$ cat src/rtl/pipe_stage_reg.sv
// Inter-stage pipeline register with a valid/ready handshake, one-entry skid buffer,
// flush-to-bubble and a saturating stall-cycle counter.
module pipe_stage_reg #(
  parameter int                 DATA_W    = 32,
  parameter int                 NUM_OPS   = 2,
  parameter int                 INSTR_W   = 32,
  parameter logic [INSTR_W-1:0] NOP_INSTR = {INSTR_W{1'b0}},
  parameter int                 CNT_W     = 16
) (
  input  logic                      clk,
  input  logic                      reset,
  input  logic                      flush,
  input  logic                      in_valid,
  output logic                      in_ready,
  input  logic [NUM_OPS*DATA_W-1:0] in_ops,
  input  logic [INSTR_W-1:0]        in_instr,
  input  logic                      in_ovf,
  output logic                      out_valid,
  input  logic                      out_ready,
  output logic [NUM_OPS*DATA_W-1:0] out_ops,
  output logic [INSTR_W-1:0]        out_instr,
  output logic                      out_ovf,
  output logic [CNT_W-1:0]          stall_cnt
);

  localparam int OPS_W = NUM_OPS * DATA_W;
  localparam logic [CNT_W-1:0] CNT_MAX = {CNT_W{1'b1}};

  typedef enum logic [1:0] {
    ST_EMPTY = 2'd0,
    ST_FULL  = 2'd1,
    ST_SKID  = 2'd2
  } state_t;

  state_t               state_r;
  state_t               next_state_s;
  logic [OPS_W-1:0]     main_ops_r;
  logic [INSTR_W-1:0]   main_instr_r;
  logic                 main_ovf_r;
  logic [OPS_W-1:0]     skid_ops_r;
  logic [INSTR_W-1:0]   skid_instr_r;
  logic                 skid_ovf_r;
  logic                 out_valid_r;
  logic                 in_ready_r;
  logic [CNT_W-1:0]     stall_cnt_r;

  logic in_fire_s;
  logic out_fire_s;
  logic main_load_in_s;
  logic main_load_skid_s;
  logic main_clear_s;
  logic skid_load_s;

  assign in_fire_s  = in_valid & in_ready_r;
  assign out_fire_s = out_valid_r & out_ready;

  // Next-state and entry-update decode for the EMPTY/FULL/SKID handshake FSM.
  always_comb begin
    next_state_s     = state_r;
    main_load_in_s   = 1'b0;
    main_load_skid_s = 1'b0;
    main_clear_s     = 1'b0;
    skid_load_s      = 1'b0;
    case (state_r)
      ST_EMPTY: begin
        if (in_fire_s) begin
          next_state_s   = ST_FULL;
          main_load_in_s = 1'b1;
        end else begin
          next_state_s = ST_EMPTY;
        end
      end
      ST_FULL: begin
        if (in_fire_s && out_fire_s) begin
          next_state_s   = ST_FULL;
          main_load_in_s = 1'b1;
        end else if (in_fire_s) begin
          next_state_s = ST_SKID;
          skid_load_s  = 1'b1;
        end else if (out_fire_s) begin
          next_state_s = ST_EMPTY;
          main_clear_s = 1'b1;
        end else begin
          next_state_s = ST_FULL;
        end
      end
      ST_SKID: begin
        if (out_fire_s) begin
          next_state_s     = ST_FULL;
          main_load_skid_s = 1'b1;
        end else begin
          next_state_s = ST_SKID;
        end
      end
      default: begin
        next_state_s = ST_EMPTY;
        main_clear_s = 1'b1;
      end
    endcase
  end

  // State, storage entries, registered handshake outputs and stall counter.
  always_ff @(posedge clk) begin
    if (!reset) begin
      state_r      <= ST_EMPTY;
      main_ops_r   <= {OPS_W{1'b0}};
      main_instr_r <= NOP_INSTR;
      main_ovf_r   <= 1'b0;
      skid_ops_r   <= {OPS_W{1'b0}};
      skid_instr_r <= NOP_INSTR;
      skid_ovf_r   <= 1'b0;
      out_valid_r  <= 1'b0;
      in_ready_r   <= 1'b1;
      stall_cnt_r  <= {CNT_W{1'b0}};
    end else begin
      // Counter keeps running through flush; only reset clears it.
      if (out_valid_r && !out_ready && (stall_cnt_r != CNT_MAX)) begin
        stall_cnt_r <= stall_cnt_r + {{(CNT_W-1){1'b0}}, 1'b1};
      end
      if (flush) begin
        state_r      <= ST_EMPTY;
        main_ops_r   <= {OPS_W{1'b0}};
        main_instr_r <= NOP_INSTR;
        main_ovf_r   <= 1'b0;
        skid_ops_r   <= {OPS_W{1'b0}};
        skid_instr_r <= NOP_INSTR;
        skid_ovf_r   <= 1'b0;
        out_valid_r  <= 1'b0;
        in_ready_r   <= 1'b1;
      end else begin
        state_r     <= next_state_s;
        out_valid_r <= (next_state_s != ST_EMPTY);
        in_ready_r  <= (next_state_s != ST_SKID);
        if (main_load_in_s) begin
          main_ops_r   <= in_ops;
          main_instr_r <= in_instr;
          main_ovf_r   <= in_ovf;
        end else if (main_load_skid_s) begin
          main_ops_r   <= skid_ops_r;
          main_instr_r <= skid_instr_r;
          main_ovf_r   <= skid_ovf_r;
        end else if (main_clear_s) begin
          main_ops_r   <= {OPS_W{1'b0}};
          main_instr_r <= NOP_INSTR;
          main_ovf_r   <= 1'b0;
        end
        if (skid_load_s) begin
          skid_ops_r   <= in_ops;
          skid_instr_r <= in_instr;
          skid_ovf_r   <= in_ovf;
        end
      end
    end
  end

  assign in_ready  = in_ready_r;
  assign out_valid = out_valid_r;
  assign out_ops   = main_ops_r;
  assign out_instr = main_instr_r;
  assign out_ovf   = main_ovf_r;
  assign stall_cnt = stall_cnt_r;

endmodule

$ cat config.mk
export PLATFORM = sky130hd
export DESIGN_NAME = pipe_stage_reg
export DESIGN_NICKNAME = d
export VERILOG_FILES = /design/src/rtl/pipe_stage_reg.sv
export SDC_FILE = /design/constraint.sdc
export NUM_CORES = 1
export LEC_CHECK = 0
export ABC_AREA = 1
export BUFFER_PORTS_ARGS = -buffer_cell sky130_fd_sc_hd__buf_4
export CAP_MARGIN = 10
export CORE_MARGIN = 1.5
export CORE_UTILIZATION = 35
export CTS_BUF_LIST = sky130_fd_sc_hd__clkbuf_4 sky130_fd_sc_hd__clkbuf_8 sky130_fd_sc_hd__clkbuf_16
export DETAILED_ROUTE_END_ITERATION = 10
export PLACE_DENSITY = 0.56
export RECOVER_POWER = 50
export SLEW_MARGIN = 20
export SYNTH_ARGS = -nofsm -noshare
export SYNTH_HDL_FRONTEND = slang
export SYNTH_SLANG_ARGS = --single-unit
export TNS_END_PERCENT = 5
$ cat constraint.sdc
create_clock -name clk -period 1.6 [get_ports clk]
set_input_delay 0.08 -clock clk [delete_from_list [all_inputs] [get_ports clk]]
set_output_delay 0.08 -clock clk [all_outputs]
set_load 0.1 [all_outputs]
==> run_results.csv <==
group,metric,value,unit
pwr,power-per-cell-area,1060,nW/um^2
layout,final_nets,1538,
yosys,synth_area_leaders,"dfxtp_1 51%, a21oi_1 18%, nand2_1 7.1%",
sta,hold_violations,0,
worst_hold_path,holdPathStages,4,
critical_path,r2r_cells,5,
clock_tree,insertion_delay,0.51,ns
worst_hold_path,worstHoldStart,"flush",
die,die_h,158,um
yosys,synth_cells,1129,
yosys,synth_nets,1232,
critical_path,cp.required,1.52,ns
yosys,synth-edff-count,0,
worst_hold_path,worstHoldEndpoint,"out_ops[36]$_SDFFE_PP0P_",
routing,wl_per_cell,14.3,um
global_route,antenna_found_initial,0,
critical_path,crit_buf_inv,2,
critical_path,cp_cell_sequence,"buf_4 > buf_2",
routing,vias,8408,
sta,slew_headroom,60.9,%
sta,max_freq,681,MHz
critical_path,worstPathMaxFanout,6,
clock_tree,cts_sinks,214,
outcome,status,"complete, no violations",
die,chipWidth,158,um
yosys,ys_ff_latch,214,
critical_path,path_delay_family,"buffers and inverters",
critical_path,max_stage_delay,0.42,ns
yosys,yosys_warnings,0,
pwr,power_leakage,5.40,nW
layout,area_growth,44.8,%
routing,antenna_left,0,
critical_path,cp-end-kind,"output pin",
sta,setup_tns,0,ns
job,cap_violations,0,
global_route,grt_pass1_wl,39400,um
pwr,max-vdd-ir-drop,0.000730,V
critical_path,worstPathArrival,1.39,ns
clock_tree,clk_path_buf_depth,3,
layout,diodes,0,
pwr,power.total,12.9,mW
clock_tree,clkSlewWorstSetupHoldPaths,0.06,ns
clock_tree,cts_tree,"yes",
place,place.gp.congestion,0.756,
worst_hold_path,min_path_type,"in2reg",
critical_path,crit_path_start_kind,"flip-flop",
sta,hold_ws,0.0262,ns
global_route,track_usage,19.5,%
global_route,grt_overflow,0,
critical_path,r2r_start,"state_r[1]$_SDFF_PP0_",
sta,grt_setup_unrepaired,"true",
yosys,synthMostInstantiatedCell,"a21oi_1",
yosys,syn_avg_cell_area,7.43,sq um
sta,finalCriticalPeriod,1.47,ns
place,dp_hpwl,15300,um
layout,post-route-util,51.7,%
yosys,synth-async-reset-ratio,0,%
die,core-area,23500,sq um
die,initial_core_util,35.7,%
global_route,grt_pass1_vias,7959,
yosys,netlist.area_leader.share,51.1,%
sta,skew,0.0122,ns
sta,period_share,91.8,%
routing,drt_wl_total,25400,um
routing,drc,0,
die,rows,56,
die,dieArea,24900,sq um
place,io_buffer_count,216,
critical_path,crit_type,"reg2out",
sta,drv_slew,0,
yosys,ys_types,25,
routing,viasPerCell,4.75,
critical_path,rr_endpoint,"out_ops[18]$_SDFFE_PP0P_",
yosys,ys_seq_area_share,51.1,%
die,io_pins,217,
global_route,grt_max_degree,61,
yosys,synth_ff_type,"dfxtp_1",
yosys,yosys.area.top_type,"dfxtp_1",
sta,worstMarginPinSlew,0.589,ns
critical_path,rrSetupSlack,0.15,ns
sta,setup_viol,0,
critical_path,cpMaxStageDelayCell,"buf_2",
routing,drt_iter0_drc,421,
clock_tree,cts_buffers,24,
layout,drive_above_1_share,23.0,%
yosys,syn_area,8390,sq um
clock_tree,htreeDepth,1,
yosys,netlist_top_cells_count,"303 x a21oi_1, 214 x dfxtp_1, 158 x nand2_1, 131 x nor2_1, 115 x inv_1",
clock_tree,cts_root_buffer,"clkbuf_16",
routing,dr.pass1.iters,4,
-- flip-flops by register name, summed over array words and instances, names as in the netlist --
register	flops
state_r	2
stall_cnt	16
skid_ops_r	64
out_instr	32
skid_instr_r	32
skid_ovf_r	1
in_ready	1
out_ops	64
out_valid	1
out_ovf	1
-- cell families (layout without fill, tap and decap cells) --
| kind of cell | Yosys count | count (layout) | synth area share, % |
|---|---|---|---|
| buffers and inverters | 194 | 514 | 9.53 |
| xor gates and xnor gates | 6 | 6 | 0.626 |
| and+or+nand+nor | 309 | 310 | 14.5 |
| adders and majority gates | 1 | 1 | 0.149 |
| AOI/OAI and AO/OA | 405 | 405 | 24.2 |
| DFF | 214 | 214 | 51.1 |
-- worst min-delay path, stage by stage --
cell and delay (ns):
buf_4 0.09, nor2_4 0.05, clkinv_2 0.19, a21oi_1 0.06
-- cell type report --
class	count	area (sq um)
clock inverters	3	15.0
clock buffers	38	767
multi-input cells	722	3360
inverters	120	457
flip-flops and latches	214	4330
fillers	2321	11300
well taps	319	399
repair buffers	353	2810
-- cells in the final DEF, fill, tap and decap left out --
cell	instances
inv_4	2
nand2_1	155
buf_2	11
nand2_4	3
clkbuf_16	27
clkinv_2	4
inv_1	114
xnor2_1	2
nand2_2	2
nor2_4	3
nor3_4	1
o21ai_0	91
buf_4	125
xor2_1	4
a21oi_1	303
buf_12	13
inv_2	3
dfxtp_2	9
o21ai_1	10
a31oi_1	1
nor2_1	128
clkbuf_4	7
nand3b_1	1
nor2_2	3
dfxtp_1	196
nand4_1	3
dlygate4sd3_1	98
nor3_1	1
dfxtp_4	9
clkbuf_8	7
clkbuf_2	102
ha_4	1
nand3_1	10
buf_6	1
-- worst max path at each step --
stage                                          start                     endpoint  slack, ns  cells after the start
after global placement     stall_cnt[1]$_SDFFE_PN0P_   stall_cnt[15]$_SDFFE_PN0P_      -0.15                      9
after global routing             in_ready$_SDFF_PP1_  skid_ops_r[55]$_SDFFE_PP0P_    -0.0007                      7
after floorplan            stall_cnt[6]$_SDFFE_PN0P_   stall_cnt[15]$_SDFFE_PN0P_      -0.03                      7
after CTS                       out_valid$_SDFF_PP0_     out_ops[28]$_SDFFE_PP0P_       0.08                      8
after detailed placement   stall_cnt[0]$_SDFFE_PN0P_   stall_cnt[15]$_SDFFE_PN0P_      -0.13                      9
final                     stall_cnt[11]$_SDFFE_PN0P_                stall_cnt[11]       0.13                      2
-- metal layers --
metal	global-route usage, %	vias to the layer above	routed length [um]
li1	-	4286	-
met1	25.6	3849	11700
met2	32.4	233	11700
met3	3.34	40	1370
met4	6.24	0	591
met5	0	-	0
-- through the flow --
step,worst slack (ns),instance area [sq um],instances
global route,-0.000728,12100,1769
CTS,0.0764,12300,1766
global placement,-0.147,10600,1627
detailed placement,-0.127,10600,1627
floorplan,-0.0304,8460,1129
finish,0.131,12100,1769
-- power breakdown --
part	internal [mW]	switching [mW]
Clock	3.26	2.12
Combinational	0.645	1.34
Sequential	5.45	0.0788
Total	9.36	3.54
-- timing repair --
| action | 4_1_cts | 5_1_grt |
|---|---|---|
| gates cloned | 0 | 3 |
| setup endpoints to repair | 11 | 64 |
| buffers inserted | 0 | 0 |
| endpoints found under the hold margin | 202 | 0 |
| resized for setup | 1 | 8 |
| pin swaps | 0 | 1 |
| hold buffers | 98 | 0 |
No activity file was read; power rests on OpenSTA's default activity.
